**src/rtl/matmul_sched_if.sv**
```systemverilog
// Operand-memory read port and result valid/ready port of matmul_sched.
// master = scheduler side, slave = memories plus result consumer.
interface matmul_sched_if #(
    parameter int unsigned DATA_WIDTH = 16,
    parameter int unsigned ROWS       = 4,
    parameter int unsigned INNER      = 4,
    parameter int unsigned COLS       = 4
);
    localparam int unsigned AAddrW = (ROWS * INNER > 1) ? $clog2(ROWS * INNER) : 1;
    localparam int unsigned BAddrW = (INNER * COLS > 1) ? $clog2(INNER * COLS) : 1;
    localparam int unsigned RowW   = (ROWS > 1) ? $clog2(ROWS) : 1;
    localparam int unsigned ColW   = (COLS > 1) ? $clog2(COLS) : 1;

    logic                         rd_en;
    logic [AAddrW-1:0]            a_addr;
    logic [BAddrW-1:0]            b_addr;
    logic signed [DATA_WIDTH-1:0] a_data;
    logic signed [DATA_WIDTH-1:0] b_data;
    logic                         res_valid;
    logic                         res_ready;
    logic signed [DATA_WIDTH-1:0] res_data;
    logic [RowW-1:0]              res_row;
    logic [ColW-1:0]              res_col;

    modport master (
        output rd_en, a_addr, b_addr, res_valid, res_data, res_row, res_col,
        input  a_data, b_data, res_ready
    );

    modport slave (
        input  rd_en, a_addr, b_addr, res_valid, res_data, res_row, res_col,
        output a_data, b_data, res_ready
    );
endinterface

```
**src/rtl/matmul_sched.sv**
```systemverilog
// Matrix-product sequencer: one shared MAC walks every C[i][j] in row-major order.
// Define MATMUL_SCHED_SAT_EN to clamp results to DATA_WIDTH instead of wrapping.
module matmul_sched #(
    parameter int unsigned DATA_WIDTH = 16,
    parameter int unsigned ROWS       = 4,
    parameter int unsigned INNER      = 4,
    parameter int unsigned COLS       = 4
) (
    input  logic           clk_i,
    input  logic           reset_ni,
    input  logic           start_i,
    output logic           busy_o,
    output logic           done_o,
    matmul_sched_if.master bus
);
    localparam int unsigned AccW   = 2 * DATA_WIDTH + $clog2(INNER);
    localparam int unsigned AAddrW = (ROWS * INNER > 1) ? $clog2(ROWS * INNER) : 1;
    localparam int unsigned BAddrW = (INNER * COLS > 1) ? $clog2(INNER * COLS) : 1;
    localparam int unsigned RowW   = (ROWS > 1) ? $clog2(ROWS) : 1;
    localparam int unsigned ColW   = (COLS > 1) ? $clog2(COLS) : 1;
    localparam int unsigned KW     = (INNER > 1) ? $clog2(INNER) : 1;

    typedef enum logic [2:0] {StIdle, StFetch, StDrain, StOut, StDone} state_e;

    state_e                       state_q, state_d;
    logic [RowW-1:0]              i_q, i_d;
    logic [ColW-1:0]              j_q, j_d;
    logic [KW-1:0]                k_q, k_d;
    logic signed [AccW-1:0]       acc_q, acc_d;
    logic                         rd_q, rd_d;
    logic [AAddrW-1:0]            a_addr_q, a_addr_d;
    logic [BAddrW-1:0]            b_addr_q, b_addr_d;
    logic signed [DATA_WIDTH-1:0] res_data_q, res_data_d;
    logic [RowW-1:0]              res_row_q, res_row_d;
    logic [ColW-1:0]              res_col_q, res_col_d;

    logic                           rd_en;
    logic [AAddrW-1:0]              a_addr_now;
    logic [BAddrW-1:0]              b_addr_now;
    logic signed [2*DATA_WIDTH-1:0] prod;
    logic signed [DATA_WIDTH-1:0]   res_clip;

    assign a_addr_now = AAddrW'(int'(i_q) * int'(INNER) + int'(k_q));
    assign b_addr_now = BAddrW'(int'(k_q) * int'(COLS) + int'(j_q));
    assign prod       = bus.a_data * bus.b_data;

`ifdef MATMUL_SCHED_SAT_EN
    localparam logic signed [AccW-1:0] SatMax =
        {{(AccW - DATA_WIDTH + 1){1'b0}}, {(DATA_WIDTH - 1){1'b1}}};
    localparam logic signed [AccW-1:0] SatMin =
        {{(AccW - DATA_WIDTH + 1){1'b1}}, {(DATA_WIDTH - 1){1'b0}}};

    always_comb begin
        if (acc_d > SatMax) begin
            res_clip = SatMax[DATA_WIDTH-1:0];
        end else if (acc_d < SatMin) begin
            res_clip = SatMin[DATA_WIDTH-1:0];
        end else begin
            res_clip = acc_d[DATA_WIDTH-1:0];
        end
    end
`else
    assign res_clip = acc_d[DATA_WIDTH-1:0];
`endif

    always_comb begin
        state_d    = state_q;
        i_d        = i_q;
        j_d        = j_q;
        k_d        = k_q;
        acc_d      = acc_q;
        rd_d       = 1'b0;
        a_addr_d   = a_addr_q;
        b_addr_d   = b_addr_q;
        res_data_d = res_data_q;
        res_row_d  = res_row_q;
        res_col_d  = res_col_q;
        rd_en      = 1'b0;

        // Operands return one cycle after the strobe, so the MAC lags the read by one.
        if (rd_q) begin
            acc_d = acc_q + AccW'(prod);
        end

        unique case (state_q)
            StIdle: begin
                if (start_i) begin
                    state_d = StFetch;
                    i_d     = '0;
                    j_d     = '0;
                    k_d     = '0;
                    acc_d   = '0;
                end
            end
            StFetch: begin
                rd_en    = 1'b1;
                rd_d     = 1'b1;
                a_addr_d = a_addr_now;
                b_addr_d = b_addr_now;
                if (k_q == KW'(INNER - 1)) begin
                    k_d     = '0;
                    state_d = StDrain;
                end else begin
                    k_d = k_q + 1'b1;
                end
            end
            StDrain: begin
                state_d    = StOut;
                res_data_d = res_clip;
                res_row_d  = i_q;
                res_col_d  = j_q;
            end
            StOut: begin
                if (bus.res_ready) begin
                    if (i_q == RowW'(ROWS - 1) && j_q == ColW'(COLS - 1)) begin
                        state_d = StDone;
                    end else begin
                        state_d = StFetch;
                        k_d     = '0;
                        acc_d   = '0;
                        if (j_q == ColW'(COLS - 1)) begin
                            j_d = '0;
                            i_d = i_q + 1'b1;
                        end else begin
                            j_d = j_q + 1'b1;
                        end
                    end
                end
            end
            StDone: begin
                state_d = StIdle;
            end
            default: begin
                state_d = StIdle;
            end
        endcase
    end

    always_ff @(posedge clk_i) begin
        if (!reset_ni) begin
            state_q    <= StIdle;
            i_q        <= '0;
            j_q        <= '0;
            k_q        <= '0;
            acc_q      <= '0;
            rd_q       <= 1'b0;
            a_addr_q   <= '0;
            b_addr_q   <= '0;
            res_data_q <= '0;
            res_row_q  <= '0;
            res_col_q  <= '0;
        end else begin
            state_q    <= state_d;
            i_q        <= i_d;
            j_q        <= j_d;
            k_q        <= k_d;
            acc_q      <= acc_d;
            rd_q       <= rd_d;
            a_addr_q   <= a_addr_d;
            b_addr_q   <= b_addr_d;
            res_data_q <= res_data_d;
            res_row_q  <= res_row_d;
            res_col_q  <= res_col_d;
        end
    end

    // Control outputs are gated by reset so they drop in the cycle reset is sampled.
    assign bus.rd_en     = rd_en && reset_ni;
    assign bus.res_valid = (state_q == StOut) && reset_ni;
    assign busy_o        = (state_q != StIdle) && reset_ni;
    assign done_o        = (state_q == StDone) && reset_ni;

    assign bus.a_addr   = rd_en ? a_addr_now : a_addr_q;
    assign bus.b_addr   = rd_en ? b_addr_now : b_addr_q;
    assign bus.res_data = res_data_q;
    assign bus.res_row  = res_row_q;
    assign bus.res_col  = res_col_q;
endmodule
```
**src/flat_wrapper.sv**
```systemverilog
// flat-port wrapper written by rule: the top's interface ports become plain ports
module matmul_sched_flat 
#(
    parameter int unsigned DATA_WIDTH = 16,
    parameter int unsigned ROWS       = 4,
    parameter int unsigned INNER      = 4,
    parameter int unsigned COLS       = 4
)
  (clk_i, reset_ni, start_i, busy_o, done_o, bus_rd_en, bus_a_addr, bus_b_addr, bus_res_valid, bus_res_data, bus_res_row, bus_res_col, bus_a_data, bus_b_data, bus_res_ready);
  matmul_sched_if #(.DATA_WIDTH(DATA_WIDTH), .ROWS(ROWS), .INNER(INNER), .COLS(COLS)) bus_i ();
  input  logic clk_i;
  input  logic reset_ni;
  input  logic start_i;
  output logic busy_o;
  output logic done_o;
  output wire logic [$bits(bus_i.rd_en)-1:0] bus_rd_en;
  output wire logic [$bits(bus_i.a_addr)-1:0] bus_a_addr;
  output wire logic [$bits(bus_i.b_addr)-1:0] bus_b_addr;
  output wire logic [$bits(bus_i.res_valid)-1:0] bus_res_valid;
  output wire logic [$bits(bus_i.res_data)-1:0] bus_res_data;
  output wire logic [$bits(bus_i.res_row)-1:0] bus_res_row;
  output wire logic [$bits(bus_i.res_col)-1:0] bus_res_col;
  input wire logic [$bits(bus_i.a_data)-1:0] bus_a_data;
  input wire logic [$bits(bus_i.b_data)-1:0] bus_b_data;
  input wire logic [$bits(bus_i.res_ready)-1:0] bus_res_ready;
  assign bus_rd_en = bus_i.rd_en;
  assign bus_a_addr = bus_i.a_addr;
  assign bus_b_addr = bus_i.b_addr;
  assign bus_res_valid = bus_i.res_valid;
  assign bus_res_data = bus_i.res_data;
  assign bus_res_row = bus_i.res_row;
  assign bus_res_col = bus_i.res_col;
  assign bus_i.a_data = bus_a_data;
  assign bus_i.b_data = bus_b_data;
  assign bus_i.res_ready = bus_res_ready;
  matmul_sched #(.DATA_WIDTH(DATA_WIDTH), .ROWS(ROWS), .INNER(INNER), .COLS(COLS)) u_core (.clk_i(clk_i), .reset_ni(reset_ni), .start_i(start_i), .busy_o(busy_o), .done_o(done_o), .bus(bus_i));
endmodule
```
**config.mk**
```make
export PLATFORM = sky130hd
export DESIGN_NAME = matmul_sched_flat
export DESIGN_NICKNAME = d
export VERILOG_FILES = /design/src/rtl/matmul_sched_if.sv /design/src/rtl/matmul_sched.sv /design/src/flat_wrapper.sv
export SDC_FILE = /design/constraint.sdc
export NUM_CORES = 1
export LEC_CHECK = 0
export BUFFER_PORTS_ARGS = -buffer_cell sky130_fd_sc_hd__buf_4
export CAP_MARGIN = 10
export CORE_ASPECT_RATIO = 0.75
export CORE_MARGIN = 5
export CORE_UTILIZATION = 40
export DETAILED_ROUTE_END_ITERATION = 7
export PLACE_DENSITY = 0.56
export SYNTH_ARGS = -nofsm -noshare
export SYNTH_HDL_FRONTEND = slang
export SYNTH_SLANG_ARGS = --single-unit
```
**constraint.sdc**
```tcl
create_clock -name clk_i -period 12.51 [get_ports clk_i]
set_input_delay 1.251 -clock clk_i [delete_from_list [all_inputs] [get_ports clk_i]]
set_output_delay 1.251 -clock clk_i [all_outputs]
set_load 0.01 [all_outputs]
```
==> flow_summary.toml <==
[detailed_routing]
wl_per_cell_microns = 15.5
drt_iter0_drc = 252
drtAntennaViolNets = 0
drcViolationCount = 0
wl_mm = 16.2
vias = 4875
vias_per_cell = 4.68
dr.pass1.iters = 4

[floorplanning]
design.core.area_sq_um = 16900
ioPinCount = 68
die_area_sq_um = 20000
rows = 41
die_y_microns = 124
die_w_microns = 162
start_util_pct = 40.9

[min_path]
hold_end = "u_core.bus.res_row[1]"
hp-class = "flip-flop to flip-flop"
holdPathStages = 2
hp-start = "u_core.bus.res_row[1]"

[clocking]
ctsResizeCount = 0
cts_tree = "yes"
insertion_delay_ps = 300
clock-root-buffer = "clkbuf_16"
cts-buffers-inserted = 5
cts_hold_buf = 0
cts_setup_buffers = 0
clockBufferDepth = 2
h-tree-depth = 2
cts.sinks = 52
cts.clk_slew.worst_paths_ps = 80

[finish]
final_common_cell = "inv_1"
syn2layout_area_growth_pct = 11.1
nFillCells = 1659
final_cell_mix = "163 x inv_1, 96 x and2_1, 93 x fa_1, 87 x nand2_1, 69 x ha_1"
stdcell_area_sq_um = 7670
multi_input_area_sq_um = 5080
fin_nets = 1024
final_layout_size_suffix_gt1_share_pct = 11.7
num_antenna_cells = 0
regArea_sq_um = 1040

[worst_setup_path]
rrSetupSlack_ps = 7670
cp_common_cell = "fa_1"
critPathCaptureType = "flip-flop"
worst-path-max-fanout = 10
max_stage_delay_ps = 560
required_ps = 12660
slowest_stage = "fa_1"
critPathTopFamily = "adder cells"
worst_ep_arrival_time_ps = 6300
start_kind = "primary input"
crit_type = "primary input to flip-flop"
crit_chain = "buf_4, and2_1, fa_1, inv_1, fa_1, fa_1, fa_1, inv_1, fa_1, inv_1, fa_1, inv_1, ha_1, a21o_1, a21oi_1, o21ai_0, a31oi_4, xnor2_1, mux2i_1, a21oi_1"
r2r_end = "u_core.bus.res_data[15]"
regToRegStartpoint = "u_core.acc_q[3]"
path_buf_inv = 5
r2r_cells = 19

[placed_design]
placed_area_sq_um = 7520
io_buffers = 67
dp_hpwl_mm = 13.5
pre_cts_ws_ps = 6020
place_congestion = 0.851

[synthesis]
syn-cell-area_sq_um = 6900
synth.distinct_cells = 51
synth_edf_count = 0
seq_area_frac_synth_pct = 15.1
yosys_most_used_dff = "dfxtp_1"
yosys_warnings = 0
synth-async-reset-ratio_pct = 0
ys_seq_elements = 52
syn_inst = 784
syn_area_per_cell_sq_um = 8.81
syn-num-nets = 982

[sta]
relSlewSlack_pct = 28.6
rsz0062_at_grt = "no"
finalSetupTns_ps = 0
max_freq_mhz = 162
max_slew.worst_pin.slew_ps = 1070
period_needed_ps = 6160
post-route-period-util_pct = 49.2
skew_ps = 8.07
drv_slew = 0
setup_violations = 0
setup_ws_ps = 6350
hold_violations = 0

[grt]
grt_pass1_wl_mm = 26.6
track_usage_pct = 17.0
grt_max_degree = 50
antenna_found_initial = 0
grt_pass1_vias = 4874
overflow = 0

[run_status]
outcome = "complete, no violations"

[flow_run]
cap_violations = 0

[power]
ir_drop_uv = 194
leakagePower_uw = 0.00380
p_per_area_nw_per_um2 = 220
-- cells in the mapped netlist (2+ instances only) --
master    count  area, sq um
a211oi_1      2         15.0
buf_4         3         22.5
fa_1         93         1860
a22oi_1       2         15.0
inv_1       163          612
nand4_1       2         12.5
mux2_2        6         67.6
nor2_1       22         82.6
a21boi_0     17          128
o21ai_0       9         45.0
nand2_2       3         18.8
o211a_1       3         30.0
nor3_1        6         30.0
dfxtp_1      52         1040
and2_2        5         37.5
nand3_1       3         15.0
a21oi_1      15         75.1
and2_1       96          601
a21o_1        3         22.5
a31oi_1       2         12.5
xnor2_1      28          245
nand3b_1      2         15.0
clkbuf_8      2         27.5
nand2_1      87          327
nand2b_1      8         50.1
xnor2_2       2         32.5
xnor3_1       2         45.0
ha_1         69          863
nor2b_1       6         37.5
mux2i_1      15          150
o21ai_1       2         10.0
xor2_1        9         78.8
o21bai_1      2         15.0
clkbuf_1     26         97.6
-- worst min-delay path: stages (launching register included) --
cell and delay, ps:
dfxtp_1 310, nand2_1 40, a21boi_0 60
-- through the flow --
| stage | utilization [%] | power, uW | instances | hold slack [ps] |
|---|---|---|---|---|
| floorplan | - | 1260 | 784 | 464 |
| global placement | 44.5 | 1540 | 1034 | 456 |
| detailed placement | 44.5 | 1550 | 1034 | 458 |
| CTS | 45.4 | 1710 | 1042 | 469 |
| global route | 45.4 | 1910 | 1042 | 488 |
| finish | 45.4 | 1690 | 1042 | 463 |
-- metal layers --
metal  part of all wire, %  vias up  wire length [microns]  track usage [%]
met1                    53     2347                   8540             26.6
li1                      -     2450                      -                -
met3                   5.1        7                    821             3.77
met4                  0.40        0                     65             1.74
met2                    42       71                   6760             24.6
met5                     0        -                      0                0
-- power breakdown --
| part | total, uW | internal (uW) | switching (uW) |
|---|---|---|---|
| logic | 1350 | 588 | 766 |
| clock network | 145 | 76.1 | 68.8 |
| registers | 188 | 178 | 10.2 |
| total | 1690 | 842 | 845 |
-- state kept, by name, indices dropped and copies added (netlist names) --
register             cells
u_core.j_q               2
u_core.k_q               2
u_core.bus.res_data     16
u_core.b_addr_q          3
u_core.bus.res_row       2
u_core.a_addr_q          3
u_core.i_q               2
u_core.state_q           3
u_core.rd_q              1
u_core.bus.res_col       2
u_core.acc_q            16
-- cell families (layout without fill, tap and decap cells) --
| family | Yosys count | in the layout | synth area share [%] |
|---|---|---|---|
| flops | 52 | 52 | 15.1 |
| simple gates | 247 | 247 | 18.6 |
| buf+inv | 196 | 239 | 11.3 |
| fa+ha+maj | 162 | 162 | 39.5 |
| compound gates | 65 | 65 | 6.63 |
| xor+xnor | 41 | 41 | 5.82 |
| mux | 21 | 21 | 3.15 |
-- how the worst max path moves through the flow --
| stage | cells after the start | startpoint | end |
|---|---|---|---|
| 5_1_grt | 20 | bus_b_data[6] | u_core.bus.res_data[15] |
| 6_report | 20 | bus_b_data[6] | u_core.bus.res_data[15] |
| 4_1_cts | 20 | bus_b_data[6] | u_core.bus.res_data[15] |
| 3_3_place_gp | 20 | bus_b_data[6] | u_core.bus.res_data[15] |
| 3_5_place_dp | 20 | bus_b_data[6] | u_core.bus.res_data[15] |
| 2_1_floorplan | 20 | bus_b_data[6] | u_core.bus.res_data[15] |
-- area by class of cell --
class / instances / area share [%]
sequential: 52 / 13.6
multi-input combinational: 536 / 66.3
clock buffer: 5 / 1.63
clock inverter: 3 / 0.359
inverter: 163 / 7.98
tap: 215 / 3.51
timing repair buffer: 68 / 6.66
(Power assumes the default switching activity.)
